`config.mk`:
```
export PLATFORM = sky130hd
export DESIGN_NAME = booth_mult_seq_flat
export DESIGN_NICKNAME = d
export VERILOG_FILES = /design/src/rtl/booth_mult_seq_if.sv /design/src/rtl/booth_mult_seq.sv /design/src/flat_wrapper.sv
export SDC_FILE = /design/constraint.sdc
export NUM_CORES = 1
export LEC_CHECK = 0
export CAP_MARGIN = 5
export CORE_UTILIZATION = 37
export CTS_CLUSTER_SIZE = 10
export DETAILED_ROUTE_END_ITERATION = 16
export PLACE_DENSITY = 0.57
export SYNTH_ARGS = -nofsm -noshare
export SYNTH_HDL_FRONTEND = slang
export SYNTH_SLANG_ARGS = --single-unit
```
`constraint.sdc`:
```
create_clock -name clk -period 2.8 [get_ports clk]
set_input_delay 0.56 -clock clk [delete_from_list [all_inputs] [get_ports clk]]
set_output_delay 0.56 -clock clk [all_outputs]
set_load 0.05 [all_outputs]
```
`src/rtl/booth_mult_seq_if.sv`:
```
// Start/ready request and result bundle for the sequential Booth multiplier.
interface booth_mult_seq_if #(
   parameter int unsigned WIDE = 8
);
   logic                  start;
   logic [WIDE-1:0]       op1;
   logic [WIDE-1:0]       op2;
   logic                  ready;
   logic                  busy;
   logic                  done;
   logic [2*WIDE-1:0]     result;

   modport master (
      output start, op1, op2,
      input  ready, busy, done, result
   );

   modport slave (
      input  start, op1, op2,
      output ready, busy, done, result
   );
endinterface

```
`src/rtl/booth_mult_seq.sv`:
```
// Sequential signed radix-2 Booth multiplier: one multiplier bit per cycle,
// fixed WIDE-cycle calculation, registered handshake outputs.
module booth_mult_seq #(
   parameter int unsigned WIDE = 8
) (
   input  logic            clk,
   input  logic            rst,
   booth_mult_seq_if.slave bus
);
   localparam int unsigned PW = 2 * WIDE;
   localparam int unsigned CW = (WIDE > 2) ? $clog2(WIDE) : 1;

   typedef enum logic [1:0] {S_IDLE, S_CALC, S_DONE} state_t;

   state_t          r_state,  w_state_nxt;
   logic [PW-1:0]   r_mcand,  w_mcand_nxt;
   logic [WIDE-1:0] r_mplier, w_mplier_nxt;
   logic            r_prev,   w_prev_nxt;
   logic [PW-1:0]   r_acc,    w_acc_nxt;
   logic [CW-1:0]   r_cnt,    w_cnt_nxt;
   logic [PW-1:0]   r_result, w_result_nxt;
   logic            r_ready,  w_ready_nxt;
   logic            r_busy,   w_busy_nxt;
   logic            r_done,   w_done_nxt;

   // Next-state and datapath: multiplicand shifts left and multiplier shifts
   // right each digit, so digit i always sits at r_mplier[0] / r_mcand.
   always_comb begin
      w_state_nxt  = r_state;
      w_mcand_nxt  = r_mcand;
      w_mplier_nxt = r_mplier;
      w_prev_nxt   = r_prev;
      w_acc_nxt    = r_acc;
      w_cnt_nxt    = r_cnt;
      w_result_nxt = r_result;

      case (r_state)
         S_IDLE: begin
            if (bus.start) begin
               w_state_nxt  = S_CALC;
               w_mcand_nxt  = {{WIDE{bus.op1[WIDE-1]}}, bus.op1};
               w_mplier_nxt = bus.op2;
               w_prev_nxt   = 1'b0;
               w_acc_nxt    = '0;
               w_cnt_nxt    = '0;
            end
         end
         S_CALC: begin
            case ({r_mplier[0], r_prev})
               2'b01:   w_acc_nxt = r_acc + r_mcand;
               2'b10:   w_acc_nxt = r_acc - r_mcand;
               default: w_acc_nxt = r_acc;
            endcase
            w_mcand_nxt  = r_mcand << 1;
            w_mplier_nxt = r_mplier >> 1;
            w_prev_nxt   = r_mplier[0];
            w_cnt_nxt    = r_cnt + CW'(1);
            if (r_cnt == CW'(WIDE - 1)) begin
               w_state_nxt  = S_DONE;
               w_result_nxt = w_acc_nxt;
            end
         end
         S_DONE: begin
            w_state_nxt = S_IDLE;
         end
         default: begin
            w_state_nxt = S_IDLE;
         end
      endcase

      w_ready_nxt = (w_state_nxt == S_IDLE);
      w_busy_nxt  = (w_state_nxt == S_CALC);
      w_done_nxt  = (w_state_nxt == S_DONE);
   end

   // State and datapath registers; flags are registered from the next state.
   always_ff @(posedge clk or posedge rst) begin
      if (rst) begin
         r_state  <= S_IDLE;
         r_mcand  <= '0;
         r_mplier <= '0;
         r_prev   <= 1'b0;
         r_acc    <= '0;
         r_cnt    <= '0;
         r_result <= '0;
         r_ready  <= 1'b1;
         r_busy   <= 1'b0;
         r_done   <= 1'b0;
      end else begin
         r_state  <= w_state_nxt;
         r_mcand  <= w_mcand_nxt;
         r_mplier <= w_mplier_nxt;
         r_prev   <= w_prev_nxt;
         r_acc    <= w_acc_nxt;
         r_cnt    <= w_cnt_nxt;
         r_result <= w_result_nxt;
         r_ready  <= w_ready_nxt;
         r_busy   <= w_busy_nxt;
         r_done   <= w_done_nxt;
      end
   end

   assign bus.ready  = r_ready;
   assign bus.busy   = r_busy;
   assign bus.done   = r_done;
   assign bus.result = r_result;
endmodule

```
`src/flat_wrapper.sv`:
```
// flat-port wrapper written by rule: the top's interface ports become plain ports
module booth_mult_seq_flat 
#(
   parameter int unsigned WIDE = 8
)
  (clk, rst, bus_start, bus_op1, bus_op2, bus_ready, bus_busy, bus_done, bus_result);
  booth_mult_seq_if #(.WIDE(WIDE)) bus_i ();
  input  logic clk;
  input  logic rst;
  input wire logic [$bits(bus_i.start)-1:0] bus_start;
  input wire logic [$bits(bus_i.op1)-1:0] bus_op1;
  input wire logic [$bits(bus_i.op2)-1:0] bus_op2;
  output wire logic [$bits(bus_i.ready)-1:0] bus_ready;
  output wire logic [$bits(bus_i.busy)-1:0] bus_busy;
  output wire logic [$bits(bus_i.done)-1:0] bus_done;
  output wire logic [$bits(bus_i.result)-1:0] bus_result;
  assign bus_i.start = bus_start;
  assign bus_i.op1 = bus_op1;
  assign bus_i.op2 = bus_op2;
  assign bus_ready = bus_i.ready;
  assign bus_busy = bus_i.busy;
  assign bus_done = bus_i.done;
  assign bus_result = bus_i.result;
  booth_mult_seq #(.WIDE(WIDE)) u_core (.clk(clk), .rst(rst), .bus(bus_i));
endmodule
```
==> results.tsv <==
stage	metric	value	unit
outcome	outcome	complete, but fails checks	
outcome	violations	negative setup slack	
routing	m1WireLength	4714	um
yosys	syn_area	3867	um2
timing	worst_slack	-382.2	ps
critical_path	cp.arrival	3450	ps
routing	wl_met2	5270	um
timing	fmax	314.3	MHz
clock_network	clock-root-buffer	clkbuf_8	
job	max_cap_violations	0	
yosys	ys_warn_count	0	
yosys	synth.distinct_cells	44	
floorplan	core.rowCount	36	
floorplan	ios	38	
yosys	yosys_most_used_dff	dfrtp_1	
routing	met3WireLength	310	um
yosys	synth_most_common_cell	dfrtp_1	
clock_network	clk_latency	350	ps
clock_network	cts.htree.levels	3	
critical_path	required	3070	ps
yosys	syn_area_per_cell	9.230	um2
hold_path	min_path_type	reg2reg	
critical_path	cp_max_fo	5	
timing	slew_violations	0	
floorplan	die_h	104.2	um
cells_and_area	fillers	869	
cells_and_area	multi_input_area	2451	um2
cells_and_area	finalNetCount	571	
yosys	synth_seq_cells	65	
yosys	syn-instance-count	419	
timing	min_period_over_period	113.6	%
grt	grt_pass1_vias	3387	
grt	grt_pass1_wl	16640	um
timing	fin_crit	3182	ps
clock_network	cts.clk_slew.worst_paths	80	ps
clock_network	clockBufferDepth	2	
timing	rsz0062_at_grt	yes	
yosys	synth_top_cells_by_count	dfrtp_1, nand2_1, o21ai_0	
critical_path	path_class	reg2reg	
grt	grt_max_degree	39	
timing	slew_headroom	64.51	%
clock_network	cts_tree	done	
yosys	async_flop_share	100.0	%
placed_design	portBuffers	37	
clock_network	cts_hold_buf	0	
critical_path	worstPathCellList	or4_4, buf_6, nor3_4, a21oi_2, xnor2_1, ha_1, buf_6, nand2_1, o21ai_1, a31oi_1, o31ai_2, xnor2_2, or3_1, a31oi_1	
yosys	synth_edf_count	0	
critical_path	cpMaxStageDelayCell	or4_4	
routing	avgViaCountPerCell	5.255	
yosys	synth_top_cell_area_share	41.41	%
cells_and_area	diodes	0	
critical_path	cp-end-kind	register	
cells_and_area	drive_above_1_share	31.47	%
routing	drt_pass1_iterations	4	
floorplan	die_area	10860	um2
placed_design	hpwl	7060	um
timing	worst_pin_slew	532.4	ps
routing	dr_total_vias	3521	
clock_network	cts_inserted_buffers	9	
routing	routedWlPerCell	15.81	um
grt	antenna_found_initial	0	
timing	setup-violations-final	10	
routing	routed_wl	10600	um
floorplan	core-area	9955	um2
placed_design	place.gp.congestion	0.8860	
critical_path	slowest_delay	560	ps
grt	track_usage	19.24	%
routing	drc	0	
routing	drt_iter0_drc	143	
yosys	syn_nets	458	
timing	hold_violations	0	
floorplan	start_util	38.85	%
yosys	synth.area.top_cells	dfrtp_1, ha_1, o21ai_0	
yosys	synth_top_area_cell	dfrtp_1	
routing	routed.top_layer	met4	
floorplan	fp.dieW	104.2	um
critical_path	start_kind	register	
clock_network	clock-sinks	65	
yosys	ys_seq_area_share	42.09	%
grt	overflow	0	
routing	drt.antenna.violating_nets	0	
timing	skew	14.73	ps
cells_and_area	area_growth	45.42	%
cells_and_area	regArea	1628	um2
timing	setup_tns	-1535	ps
layer usage:
layer,global-route usage [%],vias to the layer above
met5,0,-
met4,7.143,0
met3,3.258,26
met2,32.38,77
met1,24.69,1703
li1,-,1715
worst paths after layout:
path | to | cells past startpoint | startpoint | slack [ps]
max | u_core.bus.result[15] | 14 | u_core.r_mcand[7] | -380
min | u_core.bus.result[12] | 2 | u_core.bus.result[12] | 480
max reg2reg | u_core.bus.result[15] | 14 | u_core.r_mcand[7] | -380
min reg2reg | u_core.bus.result[12] | 2 | u_core.bus.result[12] | 480
max in group asynchronous | u_core.r_mcand[13] | 3 | rst | 1610
min in group asynchronous | u_core.bus.result[7] | 2 | rst | 500
timing repair:
| action | CTS | global route |
|---|---|---|
| pin swaps | 21 | 35 |
| endpoints found under the setup margin | 15 | 19 |
| resized for setup | 21 | 66 |
| setup buffers | 9 | 14 |
critical path: cells and delay by family, from the launching register on:
family,cells,cell delay (ps)
flops,1,390
xor+xnor,2,420
compound gates,5,640
buf+inv,2,300
fa+ha+maj,1,300
simple gates,4,1060
cells in the final DEF (no fill, tap or decap), types with 3 or more instances in the layout:
cell type        Yosys  layout
and3_1               4       3
xnor2_1             20      13
a31oi_1              4       3
o21ai_0             43      27
mux2i_1             21      21
nor2b_1              5       3
buf_6                0      10
bufinv_16            0       3
xor2_1               6       4
dfrtp_1             64      64
nor2_1              24      20
clkdlybuf4s50_1      0      37
nor2_4               0       4
nand3_1              8       8
a21oi_2              1      11
clkbuf_8             0       9
ha_1                19      14
inv_2                0       3
nand2_1             52      50
a22o_1               9       9
ha_4                 0       3
buf_4                0      77
a221o_1              7       7
a21o_1               7       7
inv_1               13      10
o21ai_1              0      12
nor3_1               9       6
nand2b_1            12      12
a21oi_1             35      23
xnor2_2              1       8
stage by stage:
stage	instances	area (um2)	worst slack [ps]	hold WS, ps	util (%)
2_1_floorplan	419	3914	-128.8	449.6	-
3_3_place_gp	633	4858	-236.5	462.0	48.81
3_5_place_dp	633	4858	-328.1	469.9	48.81
4_1_cts	658	5243	-284.5	487.3	52.66
5_1_grt	670	5624	-556.2	504.6	56.50
6_report	670	5624	-382.2	483.5	56.50
flip-flops by register name, indices dropped and copies added (netlist names):
register,count
u_core.bus.busy,1
u_core.bus.result,16
u_core.bus.ready,1
u_core.r_prev,1
u_core.r_mcand,16
u_core.r_state,2
u_core.r_mplier,8
u_core.r_acc,16
u_core.r_cnt,3
u_core.bus.done,1
logic make-up after synthesis:
logic type,synth area share [%]
mux,6.017
simple gates,15.56
compound gates,19.80
buf+inv,3.559
xor+xnor,6.309
flops,42.09
fa+ha+maj,6.665
final cells by class:
class / instances / share of cell area (%)
multi-input cells: 318 / 43.58
clock inverters: 7 / 2.225
inverters: 13 / 0.8676
flip-flops and latches: 65 / 28.94
well taps: 133 / 2.959
clock buffers: 9 / 2.202
repair buffers: 125 / 19.22
Power is not shown: default switching activity piles up to over one toggle a cycle in this logic, so the estimate is an artifact.
